**config.mk**
```make
export PLATFORM = sky130hd
export DESIGN_NAME = formula_result_buffer
export DESIGN_NICKNAME = d
export VERILOG_FILES = /design/src/rtl/formula_stream_pkg.sv /design/src/rtl/formula_credit_ctr.sv /design/src/rtl/formula_result_buffer.sv
export SDC_FILE = /design/constraint.sdc
export NUM_CORES = 1
export LEC_CHECK = 0
export ABC_AREA = 1
export CAP_MARGIN = 20
export CORE_ASPECT_RATIO = 0.9
export CORE_UTILIZATION = 52
export CTS_BUF_LIST = sky130_fd_sc_hd__clkbuf_8
export DETAILED_ROUTE_END_ITERATION = 10
export GPL_TIMING_DRIVEN = 0
export PLACE_DENSITY = 0.73
export SLEW_MARGIN = 20
export SYNTH_ARGS = -nofsm -noshare
export SYNTH_HDL_FRONTEND = slang
export SYNTH_SLANG_ARGS = --single-unit
```
**constraint.sdc**
```tcl
create_clock -name clk -period 2.9 [get_ports clk]
set_input_delay 0.58 -clock clk [delete_from_list [all_inputs] [get_ports clk]]
set_output_delay 0.58 -clock clk [all_outputs]
set_load 0.05 [all_outputs]
```
**src/rtl/formula_stream_pkg.sv**
```systemverilog
// Shared types and sizing helpers for the formula pipeline's output stream.
package formula_stream_pkg;

    localparam int FLEN          = 32;
    localparam int DEFAULT_DEPTH = 16;

    typedef logic [FLEN-1:0] flt_t;

    // Width needed to count 0..depth inclusive.
    function automatic int cnt_w(input int depth);
        return $clog2(depth + 1);
    endfunction

endpackage

```
**src/rtl/formula_credit_ctr.sv**
```systemverilog
// Credit and in-flight bookkeeping: one credit per free slot that is not yet
// reserved by an argument set still travelling through the pipeline.
module formula_credit_ctr
    import formula_stream_pkg::*;
#(
    parameter int DEPTH = DEFAULT_DEPTH
) (
    input  logic clk,
    input  logic rst,
    input  logic issue,
    input  logic pop,
    input  logic result,
    output logic arg_rdy,
    output logic unreserved
);

    localparam int CNT_W = cnt_w(DEPTH);
    localparam logic [CNT_W-1:0] FULL_CREDIT = CNT_W'(DEPTH);

    logic [CNT_W-1:0] credits_reg;
    logic [CNT_W-1:0] credits_next;
    logic [CNT_W-1:0] inflight_reg;
    logic [CNT_W-1:0] inflight_next;
    logic             result_taken;

    always_ff @(posedge clk or negedge rst) begin
        if (!rst) begin
            credits_reg  <= FULL_CREDIT;
            inflight_reg <= '0;
        end else begin
            credits_reg  <= credits_next;
            inflight_reg <= inflight_next;
        end
    end

    // Both counters saturate so unreserved results can never wrap them.
    always_comb begin
        result_taken  = result && (inflight_reg != '0);
        credits_next  = credits_reg;
        inflight_next = inflight_reg;
        if (issue && !pop && credits_reg != '0)
            credits_next = credits_reg - CNT_W'(1);
        else if (pop && !issue && credits_reg != FULL_CREDIT)
            credits_next = credits_reg + CNT_W'(1);
        if (issue && !result_taken)
            inflight_next = inflight_reg + CNT_W'(1);
        else if (!issue && result_taken)
            inflight_next = inflight_reg - CNT_W'(1);
    end

    assign arg_rdy    = (credits_reg != '0);
    assign unreserved = result && (inflight_reg == '0);

endmodule

```
**src/rtl/formula_result_buffer.sv**
```systemverilog
// Absorbs results from the non-stallable formula pipeline and re-presents them
// on a valid/ready stream, issuing upstream credit only for reserved slots.
module formula_result_buffer
    import formula_stream_pkg::*;
#(
    parameter int FLEN  = 32,
    parameter int DEPTH = DEFAULT_DEPTH
) (
    input  logic                       clk,
    input  logic                       rst,
    input  logic                       arg_vld,
    output logic                       arg_rdy,
    input  logic                       pipe_vld,
    input  logic [FLEN-1:0]            pipe_res,
    output logic                       res_vld,
    input  logic                       res_rdy,
    output logic [FLEN-1:0]            res,
    output logic [cnt_w(DEPTH)-1:0]    occupancy,
    output logic                       overflow
);

    localparam int PTR_W = $clog2(DEPTH);
    localparam int CNT_W = cnt_w(DEPTH);
    localparam logic [CNT_W-1:0] FULL_OCC = CNT_W'(DEPTH);

    logic [FLEN-1:0]  storage [DEPTH];
    logic [PTR_W-1:0] wr_ptr_reg;
    logic [PTR_W-1:0] rd_ptr_reg;
    logic [CNT_W-1:0] occ_reg;
    logic [CNT_W-1:0] occ_next;
    logic             overflow_reg;
    logic             issue;
    logic             pop;
    logic             full;
    logic             wr_en;
    logic             unreserved;

    assign issue = arg_vld && arg_rdy;
    assign pop   = res_vld && res_rdy;
    assign full  = (occ_reg == FULL_OCC);
    // A pop frees the head slot before the write lands, so full+pop still writes.
    assign wr_en = pipe_vld && (!full || pop);

    formula_credit_ctr #(
        .DEPTH      (DEPTH)
    ) u_credit (
        .clk        (clk),
        .rst        (rst),
        .issue      (issue),
        .pop        (pop),
        .result     (pipe_vld),
        .arg_rdy    (arg_rdy),
        .unreserved (unreserved)
    );

    always_ff @(posedge clk) begin
        if (wr_en)
            storage[wr_ptr_reg] <= pipe_res;
    end

    always_comb begin
        occ_next = occ_reg;
        if (wr_en && !pop)
            occ_next = occ_reg + CNT_W'(1);
        else if (!wr_en && pop)
            occ_next = occ_reg - CNT_W'(1);
    end

    always_ff @(posedge clk or negedge rst) begin
        if (!rst) begin
            wr_ptr_reg   <= '0;
            rd_ptr_reg   <= '0;
            occ_reg      <= '0;
            overflow_reg <= 1'b0;
        end else begin
            if (wr_en)
                wr_ptr_reg <= wr_ptr_reg + PTR_W'(1);
            if (pop)
                rd_ptr_reg <= rd_ptr_reg + PTR_W'(1);
            occ_reg <= occ_next;
            if (pipe_vld && (unreserved || !wr_en))
                overflow_reg <= 1'b1;
        end
    end

    assign res_vld   = (occ_reg != '0);
    assign res       = res_vld ? storage[rd_ptr_reg] : '0;
    assign occupancy = occ_reg;
    assign overflow  = overflow_reg;

endmodule

```
# Word level (Yosys, flattened, before mapping)
# Memories as Yosys holds them, arrays and structs flattened.
# Cells that the tools add are included.
[totals]
ff_bits = 24
ram_bits = 512
out_inout_bits = 40
memories = 1
[op_classes]
addsub = 8
eq_ne = 2
n_mux = 9
reduce_logical = 28
[memory_table]
columns = ["name", "words", "width", "read_ports", "rd_clocked_by_memory_dff", "write_ports", "line_no", "source"]
rows = [
  ["storage", 16, 32, 1, 0, 1, "formula_result_buffer.sv:26", "logic [FLEN-1:0] storage [DEPTH];"],
]
[op_table]
columns = ["cell", "count"]
rows = [
  ["32-bit 2-to-1 mux", 1],
  ["5-bit 2-to-1 mux", 6],
  ["5-bit by 1-bit adder with 5-bit output (second input constant)", 3],
  ["5-bit nonzero test", 3],
  ["5-bit by 1-bit subtractor with 5-bit output (second input constant)", 3],
  ["1-bit logical AND", 14],
  ["4-bit by 1-bit adder with 4-bit output (second input constant)", 2],
  ["2-bit nonzero test", 3],
  ["5-bit equality test (second input constant)", 1],
  ["1-bit zero test", 5],
  ["5-bit zero test", 1],
  ["5-bit inequality test (second input constant)", 1],
  ["1-bit logical OR", 2],
  ["1-bit 2-to-1 mux", 2],
]

# Depth between registers and ports, before layout
# Gate-level depths: netlist of the first run.
[depth]
depth_word = 8
ltp_mapped = 16
ltp_nobuf = 16

# Hierarchy
# Synthesis of the first run repeated with hierarchy kept, for this count alone.
[hier_totals]
hier_cells = 1898
hier_area_um2 = 22192.5
[modules_own_cells]
columns = ["module", "instances", "cells_per_inst", "area_per_inst_um2"]
rows = [
  ["formula_result_buffer", 1, 1795, 21413.0],
  ["formula_credit_ctr", 1, 103, 779.5],
]

# Worst setup path before layout of the first run
# Ideal clock, no wire load.
[synth_timing]
path_type = "register to register"
startpoint = "reg occ_reg[1] (netlist: occupancy[1])"
endpoint = "mem storage[11][0] (enable)"
setup_ns = 0.421
arrival_time_ns = 2.779
t_required_ns = 2.479
setup_slack_ns = -0.300
path_stages_with_launch = 7
path_buffers = 0
synth_period_minus_slack_ns = 3.200
cell_sequence = "dfrtp_1 -> nor2_1 -> nand2_1 -> nor3_1 -> nor2_2 -> nand2_1 -> nor2_1"
[synth_between]
elab_chain_len = 6
elab_cells_between_ends = 8
cone_classes = "1 x eq/ne; 2 x mux; 5 x reduce/logical"
[synth_lines]
columns = ["element", "line_no", "source"]
rows = [
  ["start, declared", "formula_result_buffer.sv:29", "logic [CNT_W-1:0] occ_reg;"],
  ["start signal, assigned", "formula_result_buffer.sv:80", "occ_reg <= occ_next;"],
  ["5-bit equality test / 5-bit nonzero test (equally long branches)", "formula_result_buffer.sv:40, formula_result_buffer.sv:86", ""],
  ["1-bit zero test / 1-bit logical AND (equally long branches)", "formula_result_buffer.sv:42, formula_result_buffer.sv:39", ""],
  ["1-bit logical OR *", "formula_result_buffer.sv:42", "assign wr_en = pipe_vld && (!full || pop);"],
  ["1-bit logical AND *", "formula_result_buffer.sv:42", ""],
  ["via wr_en", "formula_result_buffer.sv:35", "logic wr_en;"],
  ["1-bit 2-to-1 mux *", "formula_result_buffer.sv:57", "if (wr_en)"],
  ["1-bit 2-to-1 mux (implied by the code) *", "formula_result_buffer.sv:58", "storage[wr_ptr_reg] <= pipe_res;"],
  ["end, declared", "formula_result_buffer.sv:26", ""],
]
# Mark *: on every way through the listed nets, which the timed path passes. The rest lies on a longest branch.

# Final worst setup path of the first run
[layout_timing]
startpoint = "reg rd_ptr_reg[0]"
endpoint = "out res[0]"
[layout_between]
elab_chain_len = 2
[layout_lines]
columns = ["element", "line_no", "source"]
rows = [
  ["start, declared", "formula_result_buffer.sv:28", "logic [PTR_W-1:0] rd_ptr_reg;"],
  ["start signal, assigned", "formula_result_buffer.sv:79", "rd_ptr_reg <= rd_ptr_reg + PTR_W'(1);"],
  ["memory read 16 x 32 bit", "-", ""],
  ["32-bit 2-to-1 mux", "formula_result_buffer.sv:87", "assign res = res_vld ? storage[rd_ptr_reg] : '0;"],
  ["end, declared", "formula_result_buffer.sv:17", "output logic [FLEN-1:0] res,"],
]
# No other way between the ends.

==> metrics.txt, run 1 <==
result of the run finished with violations; violated checks negative setup slack; # rows 71; unrepaired setup endpoints after global routing yes; most common library cell in the layout ignoring fill and taps sky130_fd_sc_hd__nand2_1; Crit path max-delay family buffers and inverters; CP cell instances buf_12 > buf_12 > buf_8 > nand2_1 > nand3_2 > nand3_2 > a21oi_2 > o21a_1 > buf_6; clk_lat worst skew 0.65 ns; worst ir drop on vdd 0.000993 V; DRC errors left 0; count of endpoints failing setup in the final report 32; number of search-and-repair iterations in the first detailed-routing pass 6; sum of negative setup slack -3.85 ns; proportion of register bits with asynchronous set or reset after synthesis 0.0448; Clock Tree Buf Depth 3; relative max-transition margin 0.470; maximum number of pins on one net before global-route repair 25; DR vias 16200; mean routed wirelength per cell 25.5 um; portion of the clock cycle consumed by the worst path in the final layout 1.06; area enclosed by the die boundary 43300 um2; core area 41800 um2; crit path kind flip-flop to output port; Overall Power 31.9 mW; routability congestion estimate from global placement 0.828; Slowest-stage cell, CP sky130_fd_sc_hd__dfrtp_1; effective utilization at floorplan 0.527; final-stage net count 2082; Final min period 3.07 ns; register bank with the most flops storage; number of non-filler instances in the completed layout 2637; placed insts 2458; critical path fanouts, max 10; CTS tree done; overall global routing resource usage 0.293; data required time of the worst path 2.32 ns; H-tree depth 3; yosys warns 0; starting DRC count in detailed routing 2355; CP bufs+invs 4; EDFF count, synth 512; Slowest Stage Delay on Critical Path 0.42 ns; CTS buffer count 84; cell area after synthesis 22100 um2; root buffer cell sky130_fd_sc_hd__clkbuf_8; commonest cells after routing, fill and taps aside sky130_fd_sc_hd__nand2_1, sky130_fd_sc_hd__edfxtp_1, sky130_fd_sc_hd__nand3_1; initial antenna violation count 0; dominant register cell in the synthesized netlist sky130_fd_sc_hd__edfxtp_1; Die Span X 219 um; net count of the mapped netlist 1868; number of buffers inserted by port buffering 76; grt ovf 0; first-pass GRT wire length 92.8 mm; post-route cell area 27600 um2; aggregate routed wire length 67.3 mm; final worst setup slack -0.172 ns; Worst Tran Pin Value 0.793 ns; number of different library cells in the post-synthesis netlist 32; I/O pin total 77; remaining antenna violation count 0; CP endpoint kind output port; hpwl dp 39.0 mm; final number of hold-violating endpoints 0; share of post-route cells with drive strength above 1 0.221; number of global-route vias before repair 15500; path class of the lowest-slack min-delay path flip-flop to flip-flop; Clk pin slew, worst setup/hold paths 0.07 ns; mean instance size in the synthesized netlist 12.2 um2; area delta synth->final 25.2%; Placed Area 24200 um2; Antenna Diode Count 0; Peak Freq 326 MHz; # fillers 2843; max FFs per register 512; Worst Path Arrival 2.49 ns; final core area utilization 0.660; leakage power summed over all cells 10.2 nW; number of cells produced by synthesis 1812; Max Slew Vio Count 0; clk sinks 536; sequential cell area fraction in the yosys report 0.724; Die Y-Extent 197 um; Clock Skew 0.0251 ns; type of element launching the critical path flip-flop; flip-flop and latch count after synthesis 536; Via-to-Cell Ratio 6.13; power density relative to cell area 1150 nW/um2; MaxCap Viol Count 0
-- power breakdown --
group	switching (mW)	total [mW]	leakage, nW	internal (mW)
clock network	3.01	5.99	0.889	2.97
logic	10.3	16.2	4.42	5.95
registers	0.347	9.71	4.90	9.36
-- cell type report --
type	instances	area, um2	share of cell area
inverters	30	139	0.00503
clock buffers	87	1200	0.0433
flip-flops and latches	536	16000	0.578
well taps	547	684	0.0248
clock inverters	63	324	0.0117
repair inverters	1	8.76	0.000317
plain buffers	109	1270	0.0460
multi-input cells	1136	6020	0.218
repair buffers	128	2020	0.0729
-- cell families (layout without fill, tap and decap cells) --
| family | after synthesis | after routing | synth area share |
|---|---|---|---|
| adder cells (fa/ha/maj) | 19 | 19 | 0.0118 |
| flip-flops | 536 | 536 | 0.724 |
| XOR/XNOR | 13 | 13 | 0.00516 |
| AND/OR/NAND/NOR | 983 | 983 | 0.191 |
| buffers and inverters | 140 | 418 | 0.0368 |
| AO/OA/AOI/OAI | 121 | 121 | 0.0314 |
-- cell usage after synthesis, drive strengths merged, types with 2 or more instances --
master,number,area (um2)
buf,94,637
edfxtp,512,15400
nand4,2,12.5
nor2,30,118
xnor2,3,26.3
nand3,393,1970
xor2,10,87.6
nand2,555,2090
o21a,32,240
ha,16,200
o21ai,10,50.1
dfrtp,23,576
a21oi,75,375
fa,3,60.1
inv,30,115
clkbuf,16,60.1
a31oi,2,12.5
-- worst paths after layout --
kind                                              start                  endpoint  slack [ns]  cells after the start
worst max-delay path                      rd_ptr_reg[0]                    res[0]       -0.17                      9
worst min-delay path            u_credit.credits_reg[4]   u_credit.credits_reg[4]        0.47                      2
max in group asynchronous                           rst  u_credit.inflight_reg[3]        1.95                      2
worst max register to register             occupancy[1]            storage[0][16]        0.23                      7
min in group asynchronous                           rst             rd_ptr_reg[0]        0.51                      2
worst min register to register  u_credit.credits_reg[4]   u_credit.credits_reg[4]        0.47                      2
-- per-layer routing --
layer | vias up | GRT usage | part of all wire
li1 | 6891 | - | -
met1 | 7853 | 0.398 | 0.37
met2 | 1222 | 0.464 | 0.48
met3 | 210 | 0.0597 | 0.12
met4 | 0 | 0.117 | 0.038
met5 | - | 0 | 0
-- per-stage QoR --
step	setup WS, ns	hold slack, ns
2_1_floorplan	-0.300	0.284
3_3_place_gp	-2.33	0.453
3_5_place_dp	-0.490	0.461
4_1_cts	-0.0892	0.470
5_1_grt	-0.211	0.495
6_report	-0.172	0.465
-- timing repair --
item,4_1_cts,5_1_grt
resized for setup,365,198
setup buffers,1,5
hold endpoints to repair,23,0
hold buffers,1,0
pin swaps,32,70
endpoints found under the setup margin,33,34
cloned,3,21
-- worst register-to-register path, cell delays in order, from the launching register on --
cell                      delay (ns)
sky130_fd_sc_hd__dfrtp_1        0.47
sky130_fd_sc_hd__nor2_2         0.10
sky130_fd_sc_hd__nand2_1        0.08
sky130_fd_sc_hd__nor3_1         0.06
sky130_fd_sc_hd__nor2_2         0.32
sky130_fd_sc_hd__nand2_1        0.34
sky130_fd_sc_hd__nor2_4         0.70
sky130_fd_sc_hd__buf_16         0.26
(Power assumes the default switching activity.)
==> inputs of run 2 (changes only) <==
- CORE_MARGIN: unset -> 5
==> run 2 against run 1 <==
  * The run still ends with negative setup slack left
  * Total power decreased by 4.2%
  * Sequential power about the same
  * Clock power decreased by 2%
  * Register-to-register slack got worse by 0.02 ns
  * Cell count decreased by 0.91%
  * Critical endpoint is now res[14]
==> metrics.txt, run 2 (synthesis gave the netlist of run 1 again) <==
crit path kind flip-flop to output port; result of the run finished with violations; root buffer cell sky130_fd_sc_hd__clkbuf_8; CP endpoint kind output port; Die Span X 227 um; CP cell instances clkbuf_1 > a21oi_1 > o21a_1 > buf_6; CTS tree done; area enclosed by the die boundary 46700 um2; Placed Area 24200 um2; H-tree depth 3; initial antenna violation count 0; grt ovf 0; number of buffers inserted by port buffering 76; count of endpoints failing setup in the final report 29; MaxCap Viol Count 0; type of element launching the critical path flip-flop; final number of hold-violating endpoints 0; max FFs per register 512; Switching Power 12.9 mW; first element of the critical path rd_ptr_reg[3]; routability congestion estimate from global placement 0.828; Antenna Diode Count 0; hpwl dp 38.9 mm; violated checks negative setup slack; DR vias 15600; placed insts 2456; most common library cell in the layout ignoring fill and taps sky130_fd_sc_hd__nand2_1; Max Slew Vio Count 0; portion of the clock cycle consumed by the worst path in the final layout 1.03; unrepaired setup endpoints after global routing yes; post-route cell area 26900 um2; starting DRC count in detailed routing 2237; DRC errors left 0; # fillers 2939; path depth of the worst reg2reg path 12; Die Y-Extent 205 um; overall global routing resource usage 0.265; final worst setup slack -0.0977 ns; maximum number of pins on one net before global-route repair 25; data required time of the worst path 2.32 ns; clk_lat worst skew 0.66 ns; worst ir drop on vdd 0.000994 V; leakage power summed over all cells 9.90 nW; hold slack final 0.467 ns; Slowest-stage cell, CP sky130_fd_sc_hd__clkbuf_1; sum of negative setup slack -1.23 ns; commonest cells after routing, fill and taps aside sky130_fd_sc_hd__nand2_1, sky130_fd_sc_hd__edfxtp_1, sky130_fd_sc_hd__nand3_1; Peak Freq 334 MHz; first-pass GRT wire length 92.3 mm; clk sinks 536; effective utilization at floorplan 0.527; I/O pin total 77; core area 41800 um2; number of search-and-repair iterations in the first detailed-routing pass 5; Slowest Stage Delay on Critical Path 0.68 ns; remaining antenna violation count 0; Clock Skew 0.0498 ns; share of post-route cells with drive strength above 1 0.197; internal power 17.6 mW; Via-to-Cell Ratio 5.98; net switching fraction of the power 0.424; aggregate routed wire length 63.6 mm; final-stage net count 2059; Overall Power 30.6 mW; Worst Tran Pin Value 0.846 ns; Seq pwr share 0.317; R2R Path Start occupancy[0]; critical path fanouts, max 10; CTS buffer count 83; share of total power in combinational logic 0.491; source of the worst hold timing path u_credit.credits_reg[4]; path class of the lowest-slack min-delay path flip-flop to flip-flop; number of global-route vias before repair 15500; register bank with the most flops storage; area delta synth->final 22.0%; Final min period 3.00 ns; number of non-filler instances in the completed layout 2613; Worst Path Arrival 2.42 ns; mean routed wirelength per cell 24.3 um; Clk pin slew, worst setup/hold paths 0.06 ns; fraction of power consumed by the clock network 0.192; cell count of the worst hold path 2; power density relative to cell area 1130 nW/um2; relative max-transition margin 0.435; Clock Tree Buf Depth 3; # rows 71
[run 2: through the flow]
stage / worst slack [ns] / util
final: -0.0977 / 0.644
after global routing: -0.209 / 0.644
after CTS: -0.0532 / 0.629
after detailed placement: -0.487 / 0.577
after global placement: -2.31 / 0.562
after floorplan: -0.300 / -
[run 2: repair_timing]
item,4_1_cts,5_1_grt
gates resized for setup,396,118
gates cloned,1,4
setup endpoints to repair,33,34
endpoints found under the hold margin,23,0
setup buffers,2,2
hold buffers,1,0
pin swaps,33,52
[run 2: worst paths after layout]
check,slack [ns],endpoint
setup / recovery,-0.1,res[14]
hold / removal,0.47,u_credit.credits_reg[4]
setup reg to reg,0.21,occupancy[4]
hold reg to reg,0.47,u_credit.credits_reg[4]
max in group asynchronous,1.94,u_credit.inflight_reg[1]
min in group asynchronous,0.48,rd_ptr_reg[2]
[run 2: per-layer routing]
metal,part of all wire,track usage,vias to the layer above
li1,-,-,6830
met1,0.37,0.368,7539
met2,0.48,0.420,1093
met3,0.12,0.0544,173
met4,0.033,0.0978,0
met5,0,0,-
[run 2: final cells by class]
cell class	count	area, um2	area share
Sequential cell	536	16000	0.593
Multi-Input combinational cell	1136	5890	0.219
Timing Repair Buffer	107	1510	0.0562
Clock buffer	90	1240	0.0460
Buffer	109	1220	0.0455
Tap cell	547	684	0.0254
Clock inverter	58	275	0.0102
Inverter	30	125	0.00465
[run 2: power by group through the flow]
stage               registers [mW]  clock network (mW)  logic [mW]
finish                        9.69                5.86        15.0
global route                  9.74                6.23        15.8
CTS                           9.67                5.88        14.0
detailed placement            9.80                   0        12.7
global placement              9.83                   0        12.1
floorplan                     9.88                   0        7.91
[run 2: worst max-delay path: cells and delay by family (launching register included)]
family	cells	cell delay, ns
buffers and inverters	2	0.84
flip-flops	1	0.54
AO/OA/AOI/OAI	2	0.39
